$ cat config.mk
export PLATFORM = sky130hd
export DESIGN_NAME = bitstream_loader
export DESIGN_NICKNAME = d
export VERILOG_FILES = /design/src/rtl/loader_pkg.sv /design/src/rtl/loader_word_assembler.sv /design/src/rtl/bitstream_loader.sv
export SDC_FILE = /design/constraint.sdc
export NUM_CORES = 1
export LEC_CHECK = 0
export ABC_AREA = 1
export BUFFER_PORTS_ARGS = -buffer_cell sky130_fd_sc_hd__buf_2
export CAP_MARGIN = 20
export CORE_MARGIN = 2
export CORE_UTILIZATION = 54
export DETAILED_ROUTE_END_ITERATION = 8
export MAX_ROUTING_LAYER = met4
export PLACE_DENSITY = 0.77
export REMOVE_ABC_BUFFERS = 1
export SETUP_SLACK_MARGIN = 0.2
export SKIP_LAST_GASP = 1
export SLEW_MARGIN = 20
export SYNTH_ARGS = -nofsm -noshare
export SYNTH_HDL_FRONTEND = slang
export SYNTH_HIERARCHICAL = 1
export SYNTH_SLANG_ARGS = --single-unit
$ cat constraint.sdc
create_clock -name clk_i -period 2.4 [get_ports clk_i]
set_input_delay 0.12 -clock clk_i [delete_from_list [all_inputs] [get_ports clk_i]]
set_output_delay 0.12 -clock clk_i [all_outputs]
set_load 0.01 [all_outputs]
$ cat src/rtl/loader_pkg.sv
// loader_pkg: shared state encoding, response codes and defaults for bitstream_loader
package loader_pkg;
  typedef enum logic [2:0] {SYNC, LEN, DATA, CHK, RESPOND} state_e;
  localparam logic [7:0] RSP_OK = 8'hA5;
  localparam logic [7:0] RSP_CSUM = 8'hE1;
  localparam logic [7:0] RSP_LEN = 8'hE2;
  localparam logic [7:0] RSP_TIMEOUT = 8'hE3;
  localparam logic [31:0] DEF_SYNC_WORD = 32'hFAB0_FAB1;
endpackage

$ cat src/rtl/loader_word_assembler.sv
// loader_word_assembler: byte shift window, big-endian word assembly, checksum and write strobe
module loader_word_assembler (
  input  logic        clk_i,
  input  logic        reset_n_i,
  input  logic        clear_i,
  input  logic        acc_i,
  input  logic        data_en_i,
  input  logic [7:0]  data_i,
  output logic [31:0] window_o,
  output logic [7:0]  csum_o,
  output logic        last_o,
  output logic [31:0] word_o,
  output logic        strobe_o
);
  logic [23:0] shift_q, shift_d;
  logic [1:0]  idx_q, idx_d;
  logic [7:0]  csum_q, csum_d;
  logic [31:0] word_q, word_d;
  logic        strobe_q, strobe_d;
  logic        take;
  // Only three bytes of history are stored; the fourth is the byte on the bus.
  assign window_o = {shift_q, data_i};
  assign take = acc_i && data_en_i;
  assign last_o = take && idx_q == 2'd3;
  always_comb begin
    shift_d = clear_i ? 24'd0 : acc_i ? window_o[23:0] : shift_q;
    idx_d = clear_i ? 2'd0 : take ? idx_q + 2'd1 : idx_q;
    csum_d = clear_i ? 8'd0 : take ? csum_q + data_i : csum_q;
    word_d = last_o ? window_o : word_q;
    strobe_d = last_o;
  end
  always_ff @(posedge clk_i) begin
    if (!reset_n_i) begin
      shift_q <= '0;
      idx_q <= '0;
      csum_q <= '0;
      word_q <= '0;
      strobe_q <= 1'b0;
    end else begin
      shift_q <= shift_d;
      idx_q <= idx_d;
      csum_q <= csum_d;
      word_q <= word_d;
      strobe_q <= strobe_d;
    end
  end
  assign csum_o = csum_q;
  assign word_o = word_q;
  assign strobe_o = strobe_q;
endmodule

$ cat src/rtl/bitstream_loader.sv
// bitstream_loader: framed CDC byte stream to eFPGA config word writes with checksum,
// length check, inter-byte timeout and a single status byte reply.
module bitstream_loader #(
  parameter logic [31:0] SYNC_WORD = loader_pkg::DEF_SYNC_WORD,
  parameter logic [15:0] MAX_WORDS = 16'd4096,
  parameter logic [3:0]  STROBE_GAP = 4'd0,
  parameter logic [23:0] TIMEOUT_CYCLES = 24'd12_000_000
) (
  input  logic        clk_i,
  input  logic        reset_n_i,
  input  logic [7:0]  out_data_i,
  input  logic        out_valid_i,
  output logic        out_ready_o,
  output logic [7:0]  in_data_o,
  output logic        in_valid_o,
  input  logic        in_ready_i,
  output logic [31:0] write_data_o,
  output logic        word_write_strobe_o,
  output logic        busy_o,
  output logic        error_o
);
  import loader_pkg::*;
  state_e      state_q, state_d;
  logic [7:0]  rsp_q, rsp_d;
  logic        err_q, err_d;
  logic [23:0] tmo_q, tmo_d;
  logic [3:0]  gap_q, gap_d;
  logic [7:0]  len_hi_q, len_hi_d;
  logic        lb_q, lb_d;
  logic [15:0] words_q, words_d;
  logic        acc, counting, tmo_hit, sync_hit, last, len_done;
  logic [31:0] window;
  logic [7:0]  csum;
  logic [15:0] n;
  assign acc = out_valid_i && out_ready_o;
  assign n = {len_hi_q, out_data_i};
  assign counting = state_q == LEN || state_q == DATA || state_q == CHK;
  // An accepted byte always beats a timeout landing in the same cycle.
  assign tmo_hit = counting && !acc && tmo_q == TIMEOUT_CYCLES - 24'd1;
  assign sync_hit = state_q == SYNC && acc && window == SYNC_WORD;
  assign len_done = state_q == LEN && acc && lb_q;
  loader_word_assembler u_asm (
    .clk_i     (clk_i),
    .reset_n_i (reset_n_i),
    .clear_i   (sync_hit || state_q == RESPOND),
    .acc_i     (acc),
    .data_en_i (state_q == DATA),
    .data_i    (out_data_i),
    .window_o  (window),
    .csum_o    (csum),
    .last_o    (last),
    .word_o    (write_data_o),
    .strobe_o  (word_write_strobe_o)
  );
  always_ff @(posedge clk_i) begin
    if (!reset_n_i) begin
      state_q <= SYNC;
      rsp_q <= '0;
      err_q <= 1'b0;
      tmo_q <= '0;
      gap_q <= '0;
      len_hi_q <= '0;
      lb_q <= 1'b0;
      words_q <= '0;
    end else begin
      state_q <= state_d;
      rsp_q <= rsp_d;
      err_q <= err_d;
      tmo_q <= tmo_d;
      gap_q <= gap_d;
      len_hi_q <= len_hi_d;
      lb_q <= lb_d;
      words_q <= words_d;
    end
  end
  always_comb begin
    state_d = state_q;
    rsp_d = rsp_q;
    if (tmo_hit) begin
      state_d = RESPOND;
      rsp_d = RSP_TIMEOUT;
    end else begin
      case (state_q)
        SYNC: state_d = sync_hit ? LEN : SYNC;
        LEN: if (len_done) begin
          state_d = (n == 16'd0 || n > MAX_WORDS) ? RESPOND : DATA;
          rsp_d = RSP_LEN;
        end
        DATA: state_d = (last && words_q == 16'd1) ? CHK : DATA;
        CHK: if (acc) begin
          state_d = RESPOND;
          rsp_d = out_data_i == csum ? RSP_OK : RSP_CSUM;
        end
        RESPOND: state_d = in_ready_i ? SYNC : RESPOND;
        default: state_d = SYNC;
      endcase
    end
  end
  always_comb begin
    err_d = sync_hit ? 1'b0 : (state_q != RESPOND && state_d == RESPOND && rsp_d != RSP_OK) ? 1'b1 : err_q;
    tmo_d = (!counting || acc || state_d != state_q) ? 24'd0 : (tmo_q == 24'hFF_FFFF ? tmo_q : tmo_q + 24'd1);
    gap_d = last ? STROBE_GAP : gap_q - {3'd0, gap_q != 4'd0};
    len_hi_d = (state_q == LEN && acc) ? out_data_i : len_hi_q;
    lb_d = state_q == LEN ? lb_q ^ acc : 1'b0;
    words_d = len_done ? n : last ? words_q - 16'd1 : words_q;
  end
  always_comb begin
    out_ready_o = state_q != RESPOND && gap_q == 4'd0;
    in_valid_o = state_q == RESPOND;
    in_data_o = state_q == RESPOND ? rsp_q : 8'd0;
    busy_o = state_q != SYNC;
    error_o = err_q;
  end
endmodule

==> flow_metrics.tcl <==
set metrics [dict create \
    synth-seq-area-share_pct 37.9 \
    antenna_found_initial 0 \
    dr.pass1.iters 5 \
    arrival_ps 2470 \
    tightest_slew_ps 668 \
    rsz0062_at_grt "true" \
    diodes 0 \
    ctsHoldBuffers 0 \
    fp.dieArea_um2 13800 \
    clock_path_buffers 2 \
    die_w_um 118 \
    p_leak_nw 3.44 \
    grt_usage_pct 26.3 \
    viasPerCell 5.30 \
    ys_types 45 \
    root_buffer "clkbuf_16" \
    ant_nets 0 \
    drive_above_1_share_pct 24.3 \
    port_buffers 56 \
    hp-class "in -> reg" \
    yosys_warnings 6 \
    setup_viol 0 \
    nets 1063 \
    final_util_pct 66.1 \
    period_minus_slack_ps 2160 \
    syn_area_per_cell_um2 7.26 \
    rows 41 \
    crit_chain "nor2_4, nand2_4, inv_4, nand3_4, inv_4, nand2_4, clkinv_4, nand2_8, inv_8, nand4_1, nor3_2, nand2_1, nand2_1, inv_1, nand3_2, buf_4, nand3_4, nand3_4, buf_8, nor3_2" \
    path_buf_inv 7 \
    slew_violations 0 \
    worstPathRequired_ps 2720 \
    route.detailed.drc 0 \
    synthCells 961 \
    fmax_ghz 0.463 \
    path_common_cell "nand3_4" \
    hold_slack_ps 45.2 \
    core_um2 12600 \
    cts_made_buffers 17 \
    synth-seq-cells 132 \
    place_inst 1167 \
    clkSlewWorstSetupHoldPaths_ps 60 \
    ir_drop_uv 496 \
    worst-setup-path-type "reg -> reg" \
    dieHeight_um 118 \
    grt_max_degree 32 \
    grt_pass1_vias 6029 \
    htree_levels 4 \
    cts_sinks 132 \
    crit_slowest_cell "dfxtp_2" \
    wl_per_cell_um 14.3 \
    final_hold_viol_count 0 \
    clk_latency_ps 430 \
    fin_worst_skew_ps 13.2 \
    syn_to_final_growth_pct 19.6 \
    maxCapViolCount 0 \
    grt_pass1_wl_um 28900 \
    crit_fanout 6 \
    final_cells 1222 \
    place_hpwl_um 11000 \
    critPathCaptureType "register" \
    fin_crit_sh_pct 89.9 \
    critPathLaunchType "register" \
    globalplace.congestion 0.912 \
    cts_tree "built" \
    slew_headroom_pct 55.4 \
    synth_area_um2 6970 \
    fin_setup_tns_ps 0 \
    power.density_nw_per_um2 707 \
    grt-ovfl-total 0 \
    status "finished, final reports clean" \
    drt-total-wl_um 17500 \
    crit_family "simple AND/OR/NAND/NOR gates" \
    num_vias 6477 \
    start_util_pct 55.3 \
    slowest_delay_ps 330 \
    io-pin-count 57 \
    first_iter_violations 546 \
]
cells by family after synthesis:
| group | Yosys count | synth area share (%) |
|---|---|---|
| flops | 132 | 37.9 |
| xor+xnor | 33 | 4.14 |
| simple gates | 494 | 33.4 |
| fa+ha+maj | 14 | 2.62 |
| compound gates | 134 | 11.6 |
| buf+inv | 154 | 10.3 |
synthesized netlist by cell type (all sizes together):
| cell type | count | area [um^2] |
|---|---|---|
| xor2 | 23 | 201 |
| clkbuf | 11 | 42.5 |
| ha | 13 | 163 |
| nor2 | 120 | 460 |
| o21ai | 33 | 165 |
| o21bai | 1 | 7.51 |
| o221ai | 3 | 26.3 |
| a31oi | 3 | 18.8 |
| buf | 29 | 238 |
| nor3 | 38 | 325 |
| a21oi | 85 | 527 |
| nand4 | 21 | 146 |
| inv | 112 | 433 |
| o22ai | 4 | 25.0 |
| xnor2 | 10 | 87.6 |
| a211oi | 2 | 15.0 |
| dfxtp | 132 | 2640 |
| or2 | 4 | 25.0 |
| nand3 | 39 | 218 |
| nand2 | 261 | 1080 |
| o21a | 1 | 7.51 |
| clkinv | 2 | 7.51 |
| nor4 | 4 | 25.0 |
| nand3b | 7 | 52.6 |
| o211ai | 2 | 15.0 |
| fa | 1 | 20.0 |
final timing paths:
check	start	endpoint	slack, ps	cells past startpoint
min reg2reg	error_o	error_o	460	2
max	gap_q[1]	tmo_q[12]	240	20
min	out_data_i[6]	u_asm/word_o[6]	50	3
max reg2reg	gap_q[1]	tmo_q[12]	240	20
cell type report:
| cell class | count | area, um^2 |
|---|---|---|
| tap | 172 | 215 |
| inverter | 114 | 445 |
| clock inverter | 9 | 150 |
| clock buffer | 23 | 478 |
| sequential | 132 | 2650 |
| multi-input combinational | 679 | 3810 |
| timing repair buffer | 93 | 586 |
| fill | 1091 | 4280 |
metrics by stage:
stage / area [um^2] / total power, mW / worst slack (ps)
after floorplan: 6690 / 2.73 / -722
after global placement: 7340 / 2.92 / 76.9
after detailed placement: 7340 / 2.93 / -64.9
after CTS: 8200 / 5.81 / 203
after global routing: 8340 / 6.10 / 94.0
final: 8340 / 5.89 / 242
worst reg2reg max path, delay by kind of cell (launching register included):
family	cells	cell delay (ps)
flip-flops	1	330
AND/OR/NAND/NOR	13	1140
buffers and inverters	7	600
cell usage in the layout, fill, tap and decap left out, drive strengths merged:
cell type	synthesis	routed
clkinv	2	5
nor4	4	4
inv	112	112
o21bai	1	1
or2	4	4
nand4	21	21
o22ai	4	4
a211oi	2	2
nand3	39	41
nand2	261	263
buf	29	93
a21oi	85	85
xor2	23	23
o21a	1	1
xnor2	10	10
clkinvlp	0	2
bufinv	0	4
nor2	120	120
fa	1	1
o211ai	2	2
dfxtp	132	132
a31oi	3	3
clkbuf	11	23
o221ai	3	3
nand3b	7	7
ha	13	13
o21ai	33	33
nor3	38	38
where the power goes:
group	switching (mW)	total, mW	internal, mW
combinational	0.452	0.783	0.331
sequential	0.0850	2.36	2.27
clock	0.941	2.75	1.81
flip-flops by register name, indices dropped and copies added (netlist names):
register	count
u_asm/idx_q	2
tmo_q	24
gap_q	4
len_hi_q	8
words_q	16
u_asm/csum_o	8
state_q	3
rsp_q	8
u_asm/strobe_o	1
u_asm/shift_q	24
lb_q	1
u_asm/word_o	32
error_o	1
metal layers:
layer  up-vias  wire length (um)  track usage, %
met5         -                 0               -
met4         0               307            10.8
met3        23              1040            5.86
met2       206              8440            41.3
met1      3023              7690            32.9
li1       3225                 -               -
timing repair:
action | CTS | global route
pin swaps | 9 | 10
cloned | 4 | 0
setup buffers | 14 | 5
resized for setup | 23 | 33
setup endpoints to repair | 28 | 38
(Power assumes the default switching activity.)
